--- src/rtl/kss_pkg.sv ---
// kss_pkg: shared definitions for the pipelined Kogge-Stone subtractor.
//   KSS_WIDTH   - operand width handled by the fixed 3-level prefix network
//   KSS_LATENCY - number of register stages between operand and result
//   pg_t        - per-bit (or per-group) propagate/generate pair
package kss_pkg;

    localparam int KSS_WIDTH   = 8;
    localparam int KSS_LATENCY = 3;

    typedef struct packed {
        logic p;
        logic g;
    } pg_t;

endpackage

--- src/rtl/kss_prefix_cell.sv ---
// kss_prefix_cell: Kogge-Stone combine node.
//   hi  - propagate/generate of the more significant span
//   lo  - propagate/generate of the adjacent less significant span
//   grp - combined span: g = hi.g | hi.p & lo.g, p = hi.p & lo.p
// GEN_ONLY = 1 is used where the lower span already reaches the carry-in.
// The combined span is then fully resolved, so its propagate is never
// consumed and is tied low instead of building the AND term.
import kss_pkg::*;

module kss_prefix_cell #(
    parameter bit GEN_ONLY = 1'b0
) (
    input  pg_t hi,
    input  pg_t lo,
    output pg_t grp
);

    always_comb begin
        grp.g = hi.g | (hi.p & lo.g);
        grp.p = GEN_ONLY ? 1'b0 : (hi.p & lo.p);
    end

endmodule

--- src/rtl/kogge_stone_sub8_pipe.sv ---
// kogge_stone_sub8_pipe: pipelined 8-bit parallel-prefix subtractor.
// Computes D = A - B - Bi as A + ~B + ~Bi, so the prefix network carry-in
// is ~Bi and the borrow-out is the inverted carry-out.
//
// Ports:
//   clk        clock, all state changes on the rising edge
//   rst        synchronous active-high reset
//   in_valid   operand beat valid
//   in_ready   beat accepted this cycle (combinational from out_ready)
//   A, B, Bi   minuend, subtrahend, borrow-in
//   out_valid  result valid
//   out_ready  consumer takes the result this cycle
//   D, Bo      difference and borrow-out
//   V          signed overflow, only when KSS_OVERFLOW_EN is defined
//
// Stages:
//   S0 - per-bit P/G of A and ~B, carry-in
//   S1 - prefix levels 1 and 2 (distance 1, 2), carry-in folded into bit 0
//   S2 - prefix level 3 (distance 4), sum, borrow-out, overflow
// The whole pipe advances together on enable = ~out_valid | out_ready, so
// bubbles are kept but no beat is dropped or repeated.
import kss_pkg::*;

module kogge_stone_sub8_pipe #(
    parameter int WIDTH = 8
) (
    input  logic             clk,
    input  logic             rst,
    input  logic             in_valid,
    output logic             in_ready,
    input  logic [WIDTH-1:0] A,
    input  logic [WIDTH-1:0] B,
    input  logic             Bi,
    output logic             out_valid,
    input  logic             out_ready,
    output logic [WIDTH-1:0] D,
    output logic             Bo
`ifdef KSS_OVERFLOW_EN
   ,output logic             V
`endif
);

    logic                   en;
    logic [KSS_LATENCY-1:0] vld;

    pg_t [KSS_WIDTH-1:0]    e_pg;

    pg_t [KSS_WIDTH-1:0]    s0_pg;
    logic                   s0_cin;
    logic [KSS_WIDTH-1:0]   s0_p;

    pg_t                    cin_pg;
    pg_t [KSS_WIDTH-1:0]    l0;
    pg_t [KSS_WIDTH-1:0]    l1;
    pg_t [KSS_WIDTH-1:0]    l2;

    pg_t [KSS_WIDTH-1:0]    s1_grp;
    logic [KSS_WIDTH-1:0]   s1_p;
    logic                   s1_cin;

    pg_t [KSS_WIDTH-1:0]    l3;
    logic [KSS_WIDTH-1:0]   l3_p;
    logic [KSS_WIDTH-1:0]   carry;
    logic [KSS_WIDTH-1:0]   sum;
    logic                   co;
    logic                   unused_p;

`ifdef KSS_OVERFLOW_EN
    logic                   s0_a7;
    logic                   s0_b7;
    logic                   s1_a7;
    logic                   s1_b7;
`endif

    // ------------------------------------------------------------------
    // Handshake
    // ------------------------------------------------------------------
    assign out_valid = vld[KSS_LATENCY-1];
    assign en        = ~out_valid | out_ready;
    assign in_ready  = en;

    // ------------------------------------------------------------------
    // Entry: propagate/generate of A against the inverted subtrahend
    // ------------------------------------------------------------------
    always_comb begin
        for (int i = 0; i < KSS_WIDTH; i++) begin
            e_pg[i].p = A[i] ^ ~B[i];
            e_pg[i].g = A[i] & ~B[i];
        end
    end

    for (genvar i = 0; i < KSS_WIDTH; i++) begin : g_s0_p
        assign s0_p[i] = s0_pg[i].p;
    end

    // ------------------------------------------------------------------
    // Prefix levels 1 and 2 (between S0 and S1)
    // The carry-in is treated as a span below bit 0 and folded in first;
    // after the level at distance d, bits below 2*d are fully resolved,
    // which is why nodes with i < 2*d use the generate-only cell.
    // ------------------------------------------------------------------
    always_comb begin
        cin_pg.p = 1'b0;
        cin_pg.g = s0_cin;
    end

    kss_prefix_cell #(.GEN_ONLY(1'b1)) u_cin_fold (
        .hi  (s0_pg[0]),
        .lo  (cin_pg),
        .grp (l0[0])
    );

    for (genvar i = 1; i < KSS_WIDTH; i++) begin : g_lvl0
        assign l0[i] = s0_pg[i];
    end

    for (genvar i = 0; i < KSS_WIDTH; i++) begin : g_lvl1
        if (i < 1) begin : g_pass
            assign l1[i] = l0[i];
        end else begin : g_node
            kss_prefix_cell #(.GEN_ONLY(i < 2)) u_cell (
                .hi  (l0[i]),
                .lo  (l0[i-1]),
                .grp (l1[i])
            );
        end
    end

    for (genvar i = 0; i < KSS_WIDTH; i++) begin : g_lvl2
        if (i < 2) begin : g_pass
            assign l2[i] = l1[i];
        end else begin : g_node
            kss_prefix_cell #(.GEN_ONLY(i < 4)) u_cell (
                .hi  (l1[i]),
                .lo  (l1[i-2]),
                .grp (l2[i])
            );
        end
    end

    // ------------------------------------------------------------------
    // Prefix level 3 (between S1 and S2): every node ends resolved
    // ------------------------------------------------------------------
    for (genvar i = 0; i < KSS_WIDTH; i++) begin : g_lvl3
        if (i < 4) begin : g_pass
            assign l3[i] = s1_grp[i];
        end else begin : g_node
            kss_prefix_cell #(.GEN_ONLY(1'b1)) u_cell (
                .hi  (s1_grp[i]),
                .lo  (s1_grp[i-4]),
                .grp (l3[i])
            );
        end
        assign l3_p[i] = l3[i].p;
    end

    // Group propagates are meaningless once every span is resolved.
    assign unused_p = ^l3_p;

    // ------------------------------------------------------------------
    // Sum and carry-out: l3[i].g is the carry out of bit i
    // ------------------------------------------------------------------
    always_comb begin
        carry[0] = s1_cin;
        for (int i = 1; i < KSS_WIDTH; i++) begin
            carry[i] = l3[i-1].g;
        end
        sum = s1_p ^ carry;
        co  = l3[KSS_WIDTH-1].g;
    end

    // ------------------------------------------------------------------
    // Stage registers; data registers load only behind a valid beat
    // ------------------------------------------------------------------
    always_ff @(posedge clk) begin
        if (rst) begin
            vld    <= '0;
            s0_pg  <= '0;
            s0_cin <= 1'b0;
            s1_grp <= '0;
            s1_p   <= '0;
            s1_cin <= 1'b0;
            D      <= '0;
            Bo     <= 1'b0;
        end else if (en) begin
            vld <= {vld[KSS_LATENCY-2:0], in_valid};
            if (in_valid) begin
                s0_pg  <= e_pg;
                s0_cin <= ~Bi;
            end
            if (vld[0]) begin
                s1_grp <= l2;
                s1_p   <= s0_p;
                s1_cin <= s0_cin;
            end
            if (vld[1]) begin
                D  <= sum;
                Bo <= ~co;
            end
        end
    end

`ifdef KSS_OVERFLOW_EN
    // Operand sign bits ride along so V uses the same beat's operands.
    always_ff @(posedge clk) begin
        if (rst) begin
            s0_a7 <= 1'b0;
            s0_b7 <= 1'b0;
            s1_a7 <= 1'b0;
            s1_b7 <= 1'b0;
            V     <= 1'b0;
        end else if (en) begin
            if (in_valid) begin
                s0_a7 <= A[KSS_WIDTH-1];
                s0_b7 <= B[KSS_WIDTH-1];
            end
            if (vld[0]) begin
                s1_a7 <= s0_a7;
                s1_b7 <= s0_b7;
            end
            if (vld[1]) begin
                V <= (s1_a7 ^ s1_b7) & (sum[KSS_WIDTH-1] ^ s1_a7);
            end
        end
    end
`endif

endmodule
--- config.mk ---
export PLATFORM = sky130hd
export DESIGN_NAME = kogge_stone_sub8_pipe
export DESIGN_NICKNAME = d
export VERILOG_FILES = /design/src/rtl/kss_pkg.sv /design/src/rtl/kss_prefix_cell.sv /design/src/rtl/kogge_stone_sub8_pipe.sv
export SDC_FILE = /design/constraint.sdc
export NUM_CORES = 1
export LEC_CHECK = 0
export BUFFER_PORTS_ARGS = -buffer_cell sky130_fd_sc_hd__buf_4
export CAP_MARGIN = 20
export CORE_UTILIZATION = 40
export DETAILED_ROUTE_END_ITERATION = 10
export GPL_ROUTABILITY_DRIVEN = 0
export REMOVE_ABC_BUFFERS = 1
export SETUP_SLACK_MARGIN = 0.1
export SLEW_MARGIN = 10
export SYNTH_ARGS = -nofsm -noshare
export SYNTH_HDL_FRONTEND = slang
export SYNTH_SLANG_ARGS = --single-unit
--- constraint.sdc ---
create_clock -name clk -period 2.9 [get_ports clk]
set_input_delay 0.29 -clock clk [delete_from_list [all_inputs] [get_ports clk]]
set_output_delay 0.29 -clock clk [all_outputs]
set_load 0.01 [all_outputs]
# Yosys cells after proc, flatten, opt, wreduce, memory -nomap -nowiden
# Cells that the tools add are included.
# W data, S select, Z words.
totals:
  register_bits: 50
  inputBits: 21
  output_inout_bits: 11
  word_cells: 112
op_classes:
  n_bitwise: 75
  reduce_logical: 3
ops:
  columns: ["op", "n"]
  rows:
  - ["$and A1 B1 Y1", 36]
  - ["$or A1 B1 Y1", 19]
  - ["$not A1 Y1", 11]
  - ["$xor A1 B1 Y1", 8]
  - ["$xor A8 B8 Y8", 1]
  - ["$reduce_and A2 Y1", 3]

# Longest topological paths before layout
logic_depth:
  depth_word: 6
  ltp_mapped: 6
  mapped_depth_nobuf: 4

# Cells and area by module
# From an unflattened synthesis, not the netlist that was laid out.
hier_totals:
  hier_cells: 304
  hier_area_um2: 2571.2
modules_own_cells:
  columns: ["module", "n_inst", "cells_each", "area_per_inst_um2", "seq_area_each_um2"]
  rows:
  - ["kogge_stone_sub8_pipe", 1, 260, 2270.9, 1081.0]
  - ["kss_prefix_cell at g_lvl1[1].g_node.u_cell ...", 8, 3, 18.8, 0.0]
  - ["kss_prefix_cell at g_lvl1[2].g_node.u_cell ...", 10, 2, 15.0, 0.0]

# Worst setup path after synthesis
# No wires, ideal clock.
synth_timing:
  kind: "reg2reg"
  startpoint: "register vld[2]"
  endpoint: "register s0_pg (netlist bit l0[2])"
  setup_ns: 0.132
  t_arrival_ns: 1.069
  required_time_ns: 2.768
  slack_ns: 1.698
  path_stages_with_launch: 7
  n_path_buf: 2
  cell_sequence: "dfxtp_1 > nor2b_4 > inv_2 > buf_2 > buf_2 > nand3_1 > a21oi_1"
synth_between:
  elab_chain_cells: 3
synth_rtl:
  columns: ["element", "line", "source"]
  rows:
  - ["start: declaration", "kogge_stone_sub8_pipe.sv:44", "logic [KSS_LATENCY-1:0] vld;"]
  - ["start signal: assignment", "kogge_stone_sub8_pipe.sv:186", "vld <= {vld[KSS_LATENCY-2:0], in_valid};"]
  - ["$not A1 Y1", "kogge_stone_sub8_pipe.sv:79", "assign en = ~out_valid | out_ready;"]
  - ["$or A1 B1 Y1", "kogge_stone_sub8_pipe.sv:79", null]
  - ["$reduce_and A2 Y1 (no source line)", null, null]
  - ["end signal: assignment", "kogge_stone_sub8_pipe.sv:188", "s0_pg <= e_pg;"]
  - ["end: declaration", "kogge_stone_sub8_pipe.sv:48", "pg_t [KSS_WIDTH-1:0] s0_pg;"]
# Every way passes these cells.
# A chain may end at the register's enable or synchronous reset.

# Worst setup path in the final report
layout_timing:
  startpoint: "register vld[2]"
  endpoint: "output in_ready"
layout_between:
  elab_chain_cells: 2
layout_rtl:
  columns: ["element", "line", "source"]
  rows:
  - ["$not A1 Y1", "kogge_stone_sub8_pipe.sv:79", null]
  - ["$or A1 B1 Y1", "kogge_stone_sub8_pipe.sv:79", null]
  - ["end: declaration", "kogge_stone_sub8_pipe.sv:30", "output logic in_ready,"]
# Every way passes these cells.

==> results.sh <==
export IMPL_status="completed"
export IMPL_synth_edff_count=0
export IMPL_rsz0062_at_grt="false"
export IMPL_clk_path_buf_depth=2
export IMPL_drc=0
export IMPL_synth_async_reset_ratio=0
export IMPL_nFillCells=556
export IMPL_yosys_area_share_adder=0.0436
export IMPL_synth_simple_area_share=0.131
export IMPL_path_clk_slew_ns=0.09
export IMPL_final_cell_mix="a21oi_1, dfxtp_1, buf_4, nand3_1, o21ai_0"
export IMPL_hpwl_mm=3.10
export IMPL_tightest_slew_ns=0.807
export IMPL_ys_warn_count=0
export IMPL_power_mw=1.31
export IMPL_setup_violations=0
export IMPL_setup_slack_ns=1.03
export IMPL_top_usage_layer="met2"
export IMPL_drt_iter0_markers=108
export IMPL_grt_usage=0.169
export IMPL_clock_latency_ns=0.30
export IMPL_postCtsHoldBufs=0
export IMPL_synthXorXnorAreaFrac=0.0191
export IMPL_root_buffer="clkbuf_8"
export IMPL_antenna_found_initial=0
export IMPL_globalRouteOverflowTotal=0
export IMPL_die_x_microns=77.8
export IMPL_grtUsageMet3=0.0400
export IMPL_ys_ff_latch=50
export IMPL_crit_required_ns=2.61
export IMPL_powerDensity_mw_per_mm2=507
export IMPL_finalWirelength_mm=4.90
export IMPL_hold_path_class="input port to register"
export IMPL_htreeDepth=2
export IMPL_syn_inst=270
export IMPL_yosysSeqAreaShare=0.436
export IMPL_cp_max_fo=48
export IMPL_irDropWorstVdd_mv=0.199
export IMPL_netlist_area_leader_share=0.436
export IMPL_cts_sinks=50
export IMPL_worstSetupPathType="register to output port"
export IMPL_top_level_ports=32
export IMPL_num_rows=27
export IMPL_start_kind="register"
export IMPL_fin_nets=316
export IMPL_postCtsSetupRepairBufs=0
export IMPL_postCtsResizedCells=0
export IMPL_grt_pass1_wl_mm=8.25
export IMPL_numCtsBuffers=5
export IMPL_syn_area_sq_mm=0.00230
export IMPL_layout_commonest_cell="a21oi_1"
export IMPL_cts_tree="done"
export IMPL_ys_types=34
export IMPL_synthToLayoutAreaGrowth_pct=12.7
export IMPL_ys_top_cells_by_area="dfxtp_1, a21oi_1, nand3_1"
export IMPL_die_h_microns=77.8
export IMPL_worst_clock_skew_ns=0.00387
export IMPL_p_leak_nw=0.972
export IMPL_vias=1956
export IMPL_crit_path_end_kind="output port"
export IMPL_fp_dieArea_sq_mm=0.00605
export IMPL_avgSynthCellArea_sq_um=8.51
export IMPL_grt_max_degree=52
export IMPL_dp_slack_ns=1.36
export IMPL_synth_compound_area_frac=0.290
export IMPL_drt_first_pass_iters=4
export IMPL_cap_viol_max_count=0
export IMPL_drt_vias_per_instance=5.43
export IMPL_grt_pass1_vias=1682
export IMPL_max_freq_mhz=534
export IMPL_hold_viol_final=0
export IMPL_maxSlewViolCount=0
export IMPL_yosysTopAreaCell="dfxtp_1"
export IMPL_tns_ns=0
export IMPL_post_route_period_util=0.646
export IMPL_gr_usage_met1=0.230
export IMPL_arrival_ns=1.58
export IMPL_maxSlewHeadroom=0.461
export IMPL_antenna_cells=0
export IMPL_initial_core_util=0.417
export IMPL_port_buffer_count=31
export IMPL_synthMuxAreaShare=0
export IMPL_yosys_most_used_dff="dfxtp_1"
export IMPL_core_region_area_sq_mm=0.00551
export IMPL_grtUsageMet2=0.268
export IMPL_drive_above_1_share=0.163
export IMPL_synth_top_family_by_area="compound AO/OA/AOI/OAI gates"
export IMPL_drtAntennaViolNets=0
export IMPL_period_minus_slack_ns=1.87
export IMPL_routedWlPerCell_microns=13.6
==> worst max-delay path, cell delays in order, from the launching register on <==
cell and delay, ns:
dfxtp_1 0.32, nor2b_4 0.12, inv_2 0.57, buf_4 0.24
==> synthesized netlist by cell type (3+ instances only) <==
cell	n
xnor2_1	5
or3_1	3
clkbuf_1	8
nand2_1	5
a21oi_1	56
inv_2	3
o21ai_0	24
ha_1	8
nand3_1	30
a211oi_1	11
nor2_1	3
a311oi_1	3
o21ai_1	9
o22ai_1	3
dfxtp_1	50
buf_2	9
nor2b_1	4
a211o_1	4
inv_1	10
==> state kept, by name, indices dropped and copies added (netlist names) <==
signal,cells
carry,4
s0_cin,1
vld,3
s1_grp,8
s1_p,8
D,8
s1_cin,1
s0_p,1
l0,14
s0_pg,1
Bo,1
==> report_power, final <==
group	internal, mW	leakage, nW	total, mW	switching, mW
logic	0.0691	0.515	0.149	0.0795
clock network	0.193	0.0482	0.412	0.219
registers	0.718	0.408	0.754	0.0358
==> worst paths after layout <==
kind                from         end  slack [ns]  cells after the start
setup reg to reg  vld[2]  s1_grp[10]        1.35                      4
hold / removal        Bi      s0_cin        0.18                      2
hold reg to reg   l0[14]      l0[14]        0.48                      2
setup / recovery  vld[2]    in_ready        1.03                      3
==> layer usage <==
metal  routed length [microns]  part of all wire  vias up
met5                         0                 0        -
met4                        41            0.0084        0
met3                       206             0.042        6
met2                      2240              0.46       37
met1                      2420              0.49      894
li1                          -                 -     1019
==> cell families after synthesis <==
kind of cell / after synthesis
AOI/OAI and AO/OA: 117
and+or+nand+nor: 54
adders and majority gates: 8
DFF: 50
buffers and inverters: 36
xor gates and xnor gates: 5
==> final cells by class <==
type	instances	area, sq um	area share
Clock inverter	1	5.00	0.00193
Tap cell	72	90.1	0.0348
Sequential cell	50	1000	0.386
Clock buffer	7	86.3	0.0333
Inverter	13	48.8	0.0188
Multi-Input combinational cell	184	1110	0.429
Timing Repair Buffer	33	248	0.0957
==> metrics by stage <==
step	utilization	cells	hold WS [ns]	area (sq um)
after global placement	0.454	352	0.462	2500
after floorplan	-	247	0.359	2160
after global routing	0.470	360	0.186	2590
final	0.470	360	0.179	2590
after CTS	0.470	360	0.176	2590
after detailed placement	0.454	352	0.469	2500
No activity file was read; power rests on OpenSTA's default activity.
